[src/rtl/fetch_pkg.sv]
// Shared fetch-stage types and constants; XLEN/ILEN are also used by program_counter.
package fetch_pkg;
  localparam int XLEN        = 64;
  localparam int ILEN        = 32;
  localparam int TIMEOUT_DEF = 16;
  localparam logic [31:0] NOP_INST = 32'h00000013;

  typedef enum logic [2:0] {
    S_IDLE,
    S_REQ,
    S_WAIT,
    S_DRAIN,
    S_HOLD
  } fetch_state_e;
endpackage

[src/rtl/fetch_timeout_counter.sv]
// Saturating cycle counter for the outstanding memory request; expired stays high once reached.
module fetch_timeout_counter #(
  parameter int TIMEOUT = 16
) (
  input  logic clock,
  input  logic reset,
  input  logic clear,
  input  logic enable,
  output logic expired
);
  localparam int CW = $clog2(TIMEOUT) + 1;

  logic [CW-1:0] count;

  assign expired = (count >= CW'(TIMEOUT - 1));

  // Holding at the limit keeps DRAIN from wrapping if a flush lands on the expiry cycle.
  always_ff @(posedge clock or posedge reset) begin
    if (reset)                    count <= '0;
    else if (clear)               count <= '0;
    else if (enable && !expired)  count <= count + CW'(1);
  end
endmodule

[src/rtl/instruction_fetch.sv]
// Single-outstanding instruction fetch: PC -> memory read -> decode handshake,
// with flush redirect, misaligned-PC and timeout faults.
module instruction_fetch
  import fetch_pkg::*;
#(
  parameter int XLEN    = fetch_pkg::XLEN,
  parameter int ILEN    = fetch_pkg::ILEN,
  parameter int TIMEOUT = fetch_pkg::TIMEOUT_DEF
) (
  input  logic            clock,
  input  logic            reset,
  input  logic [XLEN-1:0] pc_current,
  input  logic            flush,
  output logic            mem_req_valid,
  input  logic            mem_req_ready,
  output logic [XLEN-1:0] mem_req_addr,
  input  logic            mem_resp_valid,
  input  logic [ILEN-1:0] mem_resp_data,
  input  logic            mem_resp_error,
  output logic            inst_valid,
  input  logic            inst_ready,
  output logic [ILEN-1:0] inst_data,
  output logic [XLEN-1:0] inst_pc,
  output logic            inst_fault,
  output logic            pc_advance
);
  fetch_state_e state;
  logic         aligned;
  logic         req_fire;
  logic         expired;

  assign aligned       = (pc_current[1:0] == 2'b00);
  assign mem_req_valid = (state == S_REQ) && aligned;
  assign mem_req_addr  = pc_current;
  assign req_fire      = mem_req_valid && mem_req_ready;
  assign inst_valid    = (state == S_HOLD);
  assign pc_advance    = inst_valid && inst_ready && !flush;

  fetch_timeout_counter #(.TIMEOUT(TIMEOUT)) u_tmo (
    .clock   (clock),
    .reset   (reset),
    .clear   (req_fire),
    .enable  ((state == S_WAIT) || (state == S_DRAIN)),
    .expired (expired)
  );

  always_ff @(posedge clock or posedge reset) begin
    if (reset) begin
      state      <= S_IDLE;
      inst_data  <= ILEN'(NOP_INST);
      inst_pc    <= '0;
      inst_fault <= 1'b0;
    end else begin
      case (state)
        S_IDLE: state <= S_REQ;
        S_REQ: begin
          if (!aligned) begin
            state      <= S_HOLD;
            inst_fault <= 1'b1;
            inst_data  <= ILEN'(NOP_INST);
            inst_pc    <= pc_current;
          end else if (mem_req_ready) begin
            state   <= S_WAIT;
            inst_pc <= pc_current;
          end
        end
        S_WAIT: begin
          if (mem_resp_valid && !flush) begin
            state      <= S_HOLD;
            inst_data  <= mem_resp_data;
            inst_fault <= mem_resp_error;
          end else if (flush) begin
            // A response coinciding with the flush is the one we'd drain; skip DRAIN.
            state <= mem_resp_valid ? S_REQ : S_DRAIN;
          end else if (expired) begin
            state      <= S_HOLD;
            inst_fault <= 1'b1;
            inst_data  <= ILEN'(NOP_INST);
          end
        end
        S_DRAIN: if (mem_resp_valid || expired) state <= S_REQ;
        S_HOLD:  if (flush || inst_ready) state <= S_REQ;
        default: state <= S_IDLE;
      endcase
    end
  end
endmodule

[config.mk]
export PLATFORM = sky130hd
export DESIGN_NAME = instruction_fetch
export DESIGN_NICKNAME = d
export VERILOG_FILES = /design/src/rtl/fetch_pkg.sv /design/src/rtl/fetch_timeout_counter.sv /design/src/rtl/instruction_fetch.sv
export SDC_FILE = /design/constraint.sdc
export NUM_CORES = 1
export LEC_CHECK = 0
export CORE_ASPECT_RATIO = 1.25
export CORE_MARGIN = 10
export CORE_UTILIZATION = 38
export DETAILED_ROUTE_END_ITERATION = 10
export PLACE_DENSITY = 0.8
export RECOVER_POWER = 50
export REMOVE_ABC_BUFFERS = 1
export SLEW_MARGIN = 30
export SYNTH_ARGS = -nofsm -noshare
export SYNTH_HDL_FRONTEND = slang
export SYNTH_HIERARCHICAL = 1
export SYNTH_SLANG_ARGS = --single-unit
export TNS_END_PERCENT = 30
[constraint.sdc]
create_clock -name clock -period 4 [get_ports clock]
set_input_delay 0.4 -clock clock [delete_from_list [all_inputs] [get_ports clock]]
set_output_delay 0.4 -clock clock [all_outputs]
set_load 0.05 [all_outputs]
==> results of run 1 <==
cell usage in the layout, fill, tap and decap left out, types with 2 or more instances in the layout:
cell,n
a22o_1,30
dlygate4sd3_1,72
clkdlybuf4s50_1,194
inv_1,10
nor2b_1,4
clkbuf_16,9
and3_1,2
nor3_1,2
ha_1,2
dfrtp_1,102
bufinv_16,3
nand2_1,4
mux2_1,11
a21oi_1,4
mux2_2,55
or3b_2,2
dfstp_2,3
nand2b_1,2
clkinvlp_4,2
nand3_1,3
nor2_1,11
clkbuf_1,2
mux2i_1,2
state kept, by name (all words and copies together) (netlist names):
| register | cells |
|---|---|
| inst_fault | 1 |
| u_tmo/count | 5 |
| inst_pc | 64 |
| inst_data | 32 |
| state | 3 |
cell type report:
class                   instances  area [um^2]  share of cell area, %
clock buffers                  11          243                   3.34
clock inverters                 5          103                   1.41
inverters                      11         45.0                  0.619
multi-input cells             151         1360                   18.7
flip-flops and latches        105         2630                   36.2
well taps                     164          205                   2.82
repair buffers                268         2690                   36.9
path summary, 6_finish.rpt:
check                                      end  slack [ns]  cells past startpoint
worst max-delay path             mem_req_valid        1.23                      3
max in group asynchronous           inst_pc[8]        1.65                      3
worst min register to register    inst_data[0]        0.47                      2
worst max register to register   inst_data[29]        1.49                      8
min in group clock                inst_data[0]        0.47                      2
worst min-delay path            u_tmo/count[1]        0.47                      2
logic make-up after synthesis:
group                    share of synthesized area [%]
flip-flops                                        56.5
AND/OR/NAND/NOR                                   5.13
adder cells (fa/ha/maj)                          0.537
AO/OA/AOI/OAI                                     7.60
multiplexers                                      16.5
buffers and inverters                             13.7
routing by layer:
metal | track usage [%] | wire, um | vias up
met2 | 27.5 | 7270 | 195
met5 | 0 | 32 | -
met4 | 5.22 | 175 | 4
met1 | 18.0 | 5610 | 1701
met3 | 7.38 | 1610 | 15
li1 | - | - | 1547
per-stage QoR:
| step | power, mW | area, um^2 | setup WS, ns |
|---|---|---|---|
| CTS | 6.04 | 7310 | 1.32 |
| global route | 6.08 | 7280 | 1.11 |
| finish | 5.82 | 7280 | 1.23 |
| detailed placement | 5.03 | 6960 | 1.37 |
| floorplan | 3.68 | 4060 | 0.986 |
| global placement | 4.94 | 6960 | 1.42 |
power by group:
group          switching [mW]  internal [mW]
Clock                   0.374          0.628
Combinational            2.06           1.10
Sequential              0.207           1.45
==> run_results.csv, run 1 <==
group,metric,value,unit
drt,drt_pre_antenna_iters,4,
worst_setup_path,path_cells,"nand2b_1 > nor4_1 > clkdlybuf4s50_1",
cells_and_area,final_core_util,60.1,%
timing,fin_crit,2.77,ns
yosys,async_flop_share,100,%
global_routing,grt_usage,16.3,%
worst_setup_path,crit_slowest_cell,"clkdlybuf4s50_1",
cells_and_area,area_growth,56.2,%
worst_setup_path,worst_setup_path_end_kind,"output pin",
floorplan,ios,267,
yosys,yosys-top-cells-count,"dfrtp_1 (102), buf_4 (66), mux2_2 (55), a22o_1 (30), inv_1 (11)",
power,p_leak,3.15,nW
power,powerDensity,800,nW/um^2
cts,clock_latency,0.34,ns
cts,cts_buffers,9,
cts,clock-sinks,105,
drt,routed-via-count,3462,
global_routing,grt_pass1_wl,21.9,mm
cts,cts_hold_buffers,0,
drt,viasPerCell,4.84,
drt,wl_per_cell,20.5,um
floorplan,die_w,119,um
flow_run,drv_cap,1,
cts,root_buffer,"clkbuf_16",
cells_and_area,fillCellCount,979,
min_path,min_path_type,"primary input to async pin",
worst_setup_path,cp.arrival,2.37,ns
yosys,synthDominantCellAreaShare,54.8,%
worst_setup_path,startpoint_type,"flop",
worst_setup_path,critical_path_class,"flop to output pin",
placement,gp_congestion,0.732,
cts,post_cts_buffers,0,
timing,max_slew_margin,-23.8,%
global_routing,grt_pass1_vias,3709,
yosys,ys_warn_count,6,
drt,drtAntennaViolNets,0,
yosys,ys_seq_area_share,56.5,%
floorplan,die_h,144,um
cells_and_area,num_antenna_cells,0,
global_routing,antenna_found_initial,2,
yosys,ys_top_cells_by_area,"dfrtp_1 (55%), mux2_2 (13%), buf_4 (11%)",
drt,drc,0,
yosys,synth_edf_count,0,
worst_setup_path,cp_num_buf_inv,1,
timing,finalSetupTns,0,ns
global_routing,overflow,0,
floorplan,coreArea,12100,um^2
cells_and_area,final_cell_count_no_fill,715,
cells_and_area,finalNetCount,651,
worst_setup_path,timing.rr.start,"u_tmo/count[0]",
worst_setup_path,startpoint,"state[1]",
timing,rsz0062_at_grt,"false",
yosys,synth_cell_type_count,40,
worst_setup_path,critPathMaxStageDelay,0.91,ns
yosys,syn_area_per_cell,13.5,um^2
timing,hold_violations,0,
yosys,synthCells,346,
yosys,yosys.cell_count.top_type,"dfrtp_1",
floorplan,start_util,38.5,%
outcome,outcome,"complete, but fails checks",
floorplan,placementRows,45,
worst_setup_path,worstPathRequired,3.60,ns
yosys,yosysTopAreaCell,"dfrtp_1",
drt,first_iter_violations,142,
cts,cts_tree,"done",
drt,totalWireLength,14.7,mm
cells_and_area,drive_above_1_share,15.1,%
timing,whs,0.468,ns
outcome,violations,"max-capacitance violations, max-slew violations",
timing,setup_viol_count_final,0,
power,vdd_ir_drop_max,344,uV
global_routing,grt_max_degree,89,
worst_setup_path,crit_family,"buffers and inverters",
yosys,syn_area,4660,um^2
placement,io_buffers,266,
timing,worst_pin_slew,1.86,ns
placement,dp_hpwl,11.9,mm
yosys,synth_flop_cell,"dfrtp_1",
timing,maxSlewViolCount,89,
floorplan,die-area,17100,um^2
timing,fmax,0.360,GHz
cts,clockBufferDepth,2,
yosys,ys_ff_latch,105,
cts,clk_pin_slew,0.07,ns
timing,finClkSkew,0.00934,ns
timing,finalCritPeriodShare,69.4,%
placement,dp_cells,699,
worst_setup_path,cp_max_fo,7,
cts,cts_resized,0,
cts,htree_levels,3,
(Power assumes the default switching activity.)
==> run 2, diff against run 1 <==
- clock period: 4 -> 2.9 ns (I/O delays scaled with it)
==> run 2 against run 1 <==
  * The run still ends with max-capacitance violations, max-slew violations left
  * Clock skew is 0.0018 ns lower
  * Wire length hardly changed
  * Utilization increased by 0.55 points
  * Setup slack lost 0.88 ns
  * Non-clock buffer count rose by 8
  * Cell area up 0.91%
  * Die area did not move
  * Hold slack worse by 0.14 ns
  * Count of clock-buffer cells in the layout fell by 1
  * Total power rose by 37%
  * Global-route usage increased by 0.12 points
  * Via count about the same
  * Critical path type unchanged
  * Critical endpoint unchanged
==> run_results.csv, run 2 (synthesized netlist as in run 1, its figures left out) <==
group,metric,value,unit
outcome,outcome,"complete, but fails checks",
outcome,violations,"max-capacitance violations, max-slew violations",
worst_setup_path,path_cells,"nand2b_1 > nor4_2 > clkdlybuf4s50_1",
cells_and_area,mostFrequentLayoutCells,"clkdlybuf4s50_1 (184), dfrtp_1 (102), dlygate4sd3_1 (82), mux2_2 (55), a22o_1 (30)",
power,powerDensity,1090,nW/um^2
cells_and_area,final_cell_count_no_fill,723,
timing,finClkSkew,0.00751,ns
worst_setup_path,startpoint_type,"flop",
cts,clockBufferDepth,2,
timing,finalCritPeriodShare,88.0,%
cts,cts_resized,0,
power,internal_power,4.29,mW
placement,dp_cells,707,
cts,post_cts_buffers,0,
timing,max_slew_margin,-8.03,%
worst_setup_path,critPathMaxStageDelay,0.88,ns
drt,wl_per_cell,20.3,um
worst_setup_path,critical_path_class,"flop to output pin",
drt,drc,0,
timing,layout_setup_ws,0.349,ns
worst_setup_path,rrSetupSlack,0.60,ns
cts,cts_tree,"done",
cts,cts_buffers,9,
floorplan,coreArea,12100,um^2
global_routing,grt_pass1_wl,22.2,mm
power,p_leak,3.20,nW
cells_and_area,top_regs,"inst_pc: 64 flops, inst_data: 32 flops, u_tmo/count: 5 flops",
timing,finalSetupTns,0,ns
drt,drtAntennaViolNets,0,
floorplan,die_h,144,um
drt,totalWireLength,14.7,mm
floorplan,ios,267,
worst_setup_path,crit_slowest_cell,"clkdlybuf4s50_1",
worst_setup_path,crit_family,"buffers and inverters",
cells_and_area,top_register,"inst_pc",
power,clockPowerShare,15.8,%
global_routing,grt_usage,16.5,%
cts,clock_latency,0.34,ns
placement,gp_congestion,0.735,
timing,fmax,0.392,GHz
min_path,min_path_type,"primary input to async pin",
worst_setup_path,cp.arrival,2.26,ns
cts,cts_hold_buffers,0,
placement,placed_area,7030,um^2
timing,fin_crit,2.55,ns
cells_and_area,largest_reg_flops,64,
cts,clock-sinks,105,
floorplan,die-area,17100,um^2
power,finalPower,7.99,mW
cts,clk_pin_slew,0.07,ns
cells_and_area,area_growth,57.6,%
drt,routed-via-count,3465,
global_routing,grt_pass1_vias,3906,
timing,whs,0.327,ns
placement,io_buffers,266,
global_routing,grt_max_degree,44,
power,power_frac_seq,28.6,%
drt,drt_pre_antenna_iters,4,
power,p_sw_share,46.2,%
timing,rsz0062_at_grt,"false",
global_routing,antenna_found_initial,2,
cts,root_buffer,"clkbuf_16",
worst_setup_path,worst_setup_path_end_kind,"output pin",
drt,first_iter_violations,132,
global_routing,overflow,0,
power,combPwrFrac,55.6,%
worst_setup_path,cp_num_buf_inv,1,
floorplan,placementRows,45,
timing,worst_pin_slew,1.61,ns
worst_setup_path,worstPathRequired,2.61,ns
power,vdd_ir_drop_max,401,uV
cells_and_area,final_common_cell,"clkdlybuf4s50_1",
cells_and_area,fillCellCount,986,
cells_and_area,num_antenna_cells,0,
flow_run,drv_cap,1,
cells_and_area,final_cell_area,7340,um^2
cells_and_area,drive_above_1_share,17.4,%
drt,viasPerCell,4.79,
worst_setup_path,cp_max_fo,7,
cells_and_area,final_core_util,60.7,%
power,p_switching,3.69,mW
floorplan,die_w,119,um
timing,setup_viol_count_final,0,
cts,htree_levels,3,
cells_and_area,finalNetCount,659,
floorplan,start_util,38.5,%
timing,maxSlewViolCount,36,
placement,pre_cts_slack,0.507,ns
placement,dp_hpwl,12.2,mm
timing,hold_violations,0,
-- run 2: final timing paths --
| kind | start | end | cells past startpoint |
|---|---|---|---|
| worst max-delay path | state[1] | mem_req_valid | 3 |
| max in group asynchronous | reset | inst_pc[59] | 3 |
| worst min register to register | inst_data[1] | inst_data[1] | 2 |
| min in group clock | inst_data[1] | inst_data[1] | 2 |
| worst min-delay path | reset | u_tmo/count[2] | 2 |
| worst max register to register | u_tmo/count[0] | inst_data[21] | 9 |
-- run 2: cell type report --
class                   instances  area (um^2)  area share (%)
repair buffers                276         2760            37.6
flip-flops and latches        105         2630            35.8
multi-input cells             151         1390            18.9
clock buffers                  10          239            3.25
well taps                     164          205            2.79
clock inverters                 6         75.1            1.02
inverters                      11         42.5           0.579
-- run 2: power groups by stage --
stage	combinational, mW	sequential (mW)	clock (mW)
2_1_floorplan	1.06	4.02	0
3_3_place_gp	4.59	2.31	0
3_5_place_dp	4.66	2.34	0
4_1_cts	4.66	2.32	1.29
5_1_grt	4.65	2.36	1.35
6_report	4.44	2.29	1.26
-- run 2: layer usage --
metal,GRT usage (%),up-vias,wire length (um)
li1,-,1573,-
met1,17.7,1688,5660
met2,28.1,187,7180
met3,8.63,13,1690
met4,3.86,4,146
met5,0,-,27
==> run 3, diff against run 2 <==
==> constraint.sdc (replaced) <==
create_clock -name clock -period 2.9 [get_ports clock]
set_input_delay 0.435 -clock clock [delete_from_list [all_inputs] [get_ports clock]]
set_output_delay 0.435 -clock clock [all_outputs]
set_load 0.05 [all_outputs]
==> run 3 against run 2 <==
  * The run still ends with max-capacitance violations, max-slew violations left
  * Clock power about the same
  * Critical path type unchanged
  * Largest power group unchanged
  * Largest cell class unchanged
  * Highest routed layer unchanged
  * Maximum frequency up 0.17%
  * Sequential power about the same
==> run_results.csv, run 3 (synthesized netlist as in run 1, its figures left out) <==
group,metric,value,unit
timing,maxSlewViolCount,44,
cells_and_area,fillCellCount,972,
global_routing,grt_usage,15.9,%
min_path,min_path_type,"flop to flop",
drt,totalWireLength,14.4,mm
timing,finalCritPeriodShare,87.8,%
power,vdd_ir_drop_max,456,uV
power,combPwrFrac,55.7,%
cts,cts_hold_buffers,0,
worst_setup_path,cp_num_buf_inv,1,
cells_and_area,top_regs,"inst_pc: 64 flops, inst_data: 32 flops, u_tmo/count: 5 flops",
floorplan,die-area,17100,um^2
cts,clockBufferDepth,2,
cells_and_area,largest_reg_flops,64,
power,clockPowerShare,15.6,%
worst_setup_path,cp_max_fo,8,
floorplan,start_util,38.5,%
worst_setup_path,crit_family,"buffers and inverters",
cells_and_area,num_antenna_cells,0,
worst_setup_path,worst_setup_path_end_kind,"output pin",
drt,routed-via-count,3427,
floorplan,ios,267,
power,internal_power,4.31,mW
placement,gp_congestion,0.756,
cts,post_cts_buffers,0,
cts,root_buffer,"clkbuf_16",
placement,dp_hpwl,11.8,mm
worst_setup_path,cp.arrival,2.11,ns
worst_setup_path,critPathMaxStageDelay,0.80,ns
global_routing,grt_pass1_wl,21.4,mm
worst_setup_path,path_cells,"nor3b_1 > and3b_1 > clkdlybuf4s50_1",
cells_and_area,finalNetCount,653,
timing,hold_violations,0,
worst_setup_path,critical_path_class,"flop to output pin",
timing,max_slew_margin,-11.4,%
timing,rsz0062_at_grt,"false",
cells_and_area,area_growth,55.7,%
power,power_frac_seq,28.8,%
power,p_leak,3.08,nW
floorplan,die_w,119,um
power,p_switching,3.66,mW
cells_and_area,final_cell_area,7250,um^2
worst_setup_path,worstPathRequired,2.47,ns
drt,drt_pre_antenna_iters,4,
cts,clock-sinks,105,
outcome,outcome,"complete, but fails checks",
timing,fmax,0.393,GHz
floorplan,placementRows,45,
timing,worst_pin_slew,1.67,ns
timing,finClkSkew,0.0111,ns
cts,clk_pin_slew,0.07,ns
global_routing,antenna_found_initial,4,
power,powerDensity,1100,nW/um^2
cts,htree_levels,3,
flow_run,drv_cap,1,
outcome,violations,"max-capacitance violations, max-slew violations",
cells_and_area,mostFrequentLayoutCells,"clkdlybuf4s50_1 (239), dfrtp_1 (102), mux2_2 (55), a22o_1 (30), dlygate4sd3_1 (26)",
cells_and_area,top_register,"inst_pc",
drt,wl_per_cell,20.1,um
drt,drtAntennaViolNets,0,
power,p_sw_share,45.9,%
global_routing,overflow,0,
drt,viasPerCell,4.78,
cts,cts_tree,"done",
cts,cts_buffers,9,
placement,placed_area,6990,um^2
drt,drc,0,
timing,fin_crit,2.55,ns
placement,io_buffers,266,
floorplan,die_h,144,um
floorplan,coreArea,12100,um^2
worst_setup_path,startpoint_type,"flop",
cells_and_area,drive_above_1_share,15.6,%
cts,clock_latency,0.34,ns
cells_and_area,final_common_cell,"clkdlybuf4s50_1",
power,finalPower,7.96,mW
worst_setup_path,crit_slowest_cell,"clkdlybuf4s50_1",
global_routing,grt_pass1_vias,3668,
global_routing,grt_max_degree,60,
drt,first_iter_violations,134,
timing,setup_viol_count_final,0,
cts,cts_resized,0,
==> run 3: cell count changes in the layout (fill, tap and decap cells not counted), sizes merged <==
cell / change
clkdlybuf4s50: +55
dlygate4sd3: -56
clkinvlp: -1
inv: +2
clkbuf: +1
buf: -6
clkinv: -1
==> run 3: metrics by stage <==
| step | TNS, ns | hold WS, ns | utilization (%) | setup WS, ns | std cells |
|---|---|---|---|---|---|
| after floorplan | -14.44 | 0.214 | - | -0.149 | 267 |
| after global placement | 0 | 0.449 | 57.7 | 0.497 | 701 |
| after detailed placement | 0 | 0.453 | 57.7 | 0.499 | 701 |
| after CTS | 0 | 0.388 | 60.3 | 0.263 | 717 |
| after global routing | 0 | 0.475 | 59.9 | 0.263 | 717 |
| final | 0 | 0.464 | 59.9 | 0.353 | 717 |
==> run 3: area by class of cell <==
class / instances / area [um^2] / share of cell area, %
flip-flops and latches: 105 / 2630 / 36.3
clock inverters: 6 / 72.6 / 1.00
multi-input cells: 151 / 1370 / 18.8
repair buffers: 270 / 2700 / 37.2
inverters: 11 / 41.3 / 0.569
clock buffers: 10 / 239 / 3.29
well taps: 164 / 205 / 2.83
==> run 3: worst reg2reg max path: stages, from the launching register on <==
cell,delay (ns)
dfrtp_1,0.43
nand2b_1,0.27
nor3_1,0.32
clkbuf_4,0.72
mux2_2,0.48
==> run 3: metal layers <==
| metal | GRT usage [%] | share of wire (%) | up-vias | wire, um |
|---|---|---|---|---|
| met1 | 17.3 | 38 | 1652 | 5460 |
| met3 | 7.89 | 11 | 20 | 1600 |
| met5 | 0 | 0.40 | - | 58 |
| li1 | - | - | 1552 | - |
| met2 | 26.6 | 49 | 195 | 7100 |
| met4 | 5.28 | 1.3 | 8 | 181 |
==> run 3: worst paths after layout <==
| path | start | endpoint | slack (ns) | cells after the start |
|---|---|---|---|---|
| worst max-delay path | state[2] | pc_advance | 0.35 | 3 |
| worst min-delay path | inst_data[4] | inst_data[4] | 0.46 | 2 |
| worst max register to register | state[1] | inst_pc[23] | 0.57 | 4 |
| worst min register to register | inst_data[4] | inst_data[4] | 0.46 | 2 |
| max in group asynchronous | reset | inst_pc[29] | 0.80 | 3 |
| min in group asynchronous | reset | u_tmo/count[3] | 0.47 | 2 |
==> run 3: power groups by stage <==
stage,combinational [mW],sequential (mW),clock [mW]
global route,4.63,2.36,1.34
global placement,4.55,2.30,0
detailed placement,4.61,2.33,0
floorplan,1.06,4.02,0
CTS,4.61,2.31,1.28
finish,4.43,2.29,1.24
==> RTL edit: new RTL, settings of run 2 <==
Re-encode `fetch_state_e` (5 states) as one-hot, 5 bits wide.
--- a/src/rtl/fetch_pkg.sv
+++ b/src/rtl/fetch_pkg.sv
@@ -5,12 +5,12 @@
   localparam int TIMEOUT_DEF = 16;
   localparam logic [31:0] NOP_INST = 32'h00000013;
 
-  typedef enum logic [2:0] {
-    S_IDLE,
-    S_REQ,
-    S_WAIT,
-    S_DRAIN,
-    S_HOLD
+  typedef enum logic [4:0] {
+    S_IDLE  = 5'b00001,
+    S_REQ   = 5'b00010,
+    S_WAIT  = 5'b00100,
+    S_DRAIN = 5'b01000,
+    S_HOLD  = 5'b10000
   } fetch_state_e;
 endpackage
 
Check against the original RTL: no difference found for any inputs over 4 cycles, from zero or initial values and one cycle with reset high; so few cycles prove little.
==> RTL edit against run 2 <==
The flow still finishes with violations (capacitance limit, slew limit); first-iteration DRC count rose by 33%; maximum frequency fell by 3.3%; power rose by 2.5%; synthesized area rose by 9.9%; clock skew rose by 0.0051 ns; critical path depth rose by 2; sequential cell count rose by 2; setup slack got worse by 0.086 ns; routed wire length rose by 8.3%; design area rose by 4.0%; critical path type unchanged; critical endpoint unchanged.
==> RTL edit: results <==
outcome:
  status: "complete, but fails checks"
  violations: "capacitance limit, slew limit"
finish:
  layout.nets: 669
  reg_top3: "inst_pc x64, inst_data x32"
  n_fill_cell: 1067
  final_layout_size_suffix_gt1_frac: 0.1705
  layout.cells.non_filler: 740
global_routing:
  grt_max_degree: 66
  antenna_found_initial: 0
  grt_pass1_wl_microns: 23470
  grt_usage: 0.1633
  grt_pass1_vias: 3821
critical_path:
  critPathArrivalTime_ns: 2.35
  r2r_cells: 11
place:
  hpwlAfterDp_microns: 12870
  dp_cells: 724
  portBuffers: 266
sta:
  finClkSkew_ns: 0.01259
  tightestPinTransition_ns: 1.722
  final_max_slew_viol_count: 38
routing:
  vias: 3517
  wire_per_inst_microns: 21.52
  first_iter_violations: 176
logic_synthesis:
  avgSynthCellArea_sq_um: 14.34
  async_flop_share: 1.000
  ys_top_cells_by_count: "103 x dfrtp_1, 64 x buf_4, 61 x mux2_4"
  ys_top_cells_by_area: "dfrtp_1 50%, mux2_4 18%, buf_4 9.4%, a22o_1 5.3%, buf_12 2.3%"
  yosysSeqAreaShare: 0.5238
  synth_cell_types: 42
clock_tree:
  root_buffer: "clkbuf_16"
  cts_setup_buffers: 0
flow_run:
  maxCapViolCount: 1
power_and_ir_drop:
  power.leakage_nw: 3.448
  vdd_drop_max_mv: 0.5756
## RTL edit: cell families after synthesis
group | Yosys count | synth area share
AOI/OAI and AO/OA | 48 | 0.08160
xor gates and xnor gates | 1 | 0.001711
adders and majority gates | 2 | 0.004886
buffers and inverters | 89 | 0.1388
DFF | 107 | 0.5238
muxes | 65 | 0.1876
and+or+nand+nor | 45 | 0.06157
## RTL edit: worst max-delay path: stages, from the launching register on
cell	delay (ns)
dfrtp_1	0.48
nor2_4	0.16
nand3_1	0.17
or2_2	0.35
inv_1	0.06
clkdlybuf4s50_1	0.80
## RTL edit: per-stage QoR
step	total power [mW]	hold slack (ns)	util	setup slack, ns	instance area, sq um
final	8.190	0.3350	0.5773	0.2624	7639
after global routing	8.541	0.3420	0.5773	0.1697	7639
after CTS	8.568	0.2413	0.5825	0.2590	7707
after detailed placement	7.350	0.4553	0.5609	0.4006	7421
after global placement	7.245	0.4479	0.5609	0.4121	7421
after floorplan	5.443	0.06852	-	-0.05886	4459
## RTL edit: path summary, 6_finish.rpt
check                                                start                          to  slack [ns]
worst min-delay path                                 reset  u_tmo/count[4]$_DFFE_PP0P_        0.33
min in group clock                inst_data[1]$_DFFE_PP1P_    inst_data[1]$_DFFE_PP1P_        0.46
max in group asynchronous                            reset    inst_data[4]$_DFFE_PP1P_        1.02
worst max register to register  u_tmo/count[0]$_DFFE_PP0P_  u_tmo/count[1]$_DFFE_PP0P_        0.40
worst max-delay path                  state[3]$_DFFE_PP0P_               mem_req_valid        0.26
worst min register to register    inst_data[1]$_DFFE_PP1P_    inst_data[1]$_DFFE_PP1P_        0.46
## RTL edit: power by group
group          internal, mW  switching (mW)  leakage, nW
registers              2.05           0.318         1.33
clock network         0.617           0.536        0.141
logic                  1.77            2.90         1.98
## RTL edit: final cells by class
| cell class | instances | area [sq um] | share of cell area |
|---|---|---|---|
| Timing Repair Buffer | 272 | 2745 | 0.3594 |
| Inverter | 13 | 50.05 | 0.006552 |
| Tap cell | 171 | 214.0 | 0.02801 |
| Clock buffer | 11 | 242.7 | 0.03178 |
| Multi-Input combinational cell | 161 | 1660 | 0.2174 |
| Sequential cell | 107 | 2683 | 0.3512 |
| Clock inverter | 5 | 43.79 | 0.005733 |
## RTL edit: metal layers
layer  GRT usage  wire length, microns  up-vias
met3     0.04485                  1684       15
met2      0.2866                  8197      179
met5           0                     0        -
met1      0.1860                  5830     1705
met4     0.05251                   216        0
li1            -                     -     1618
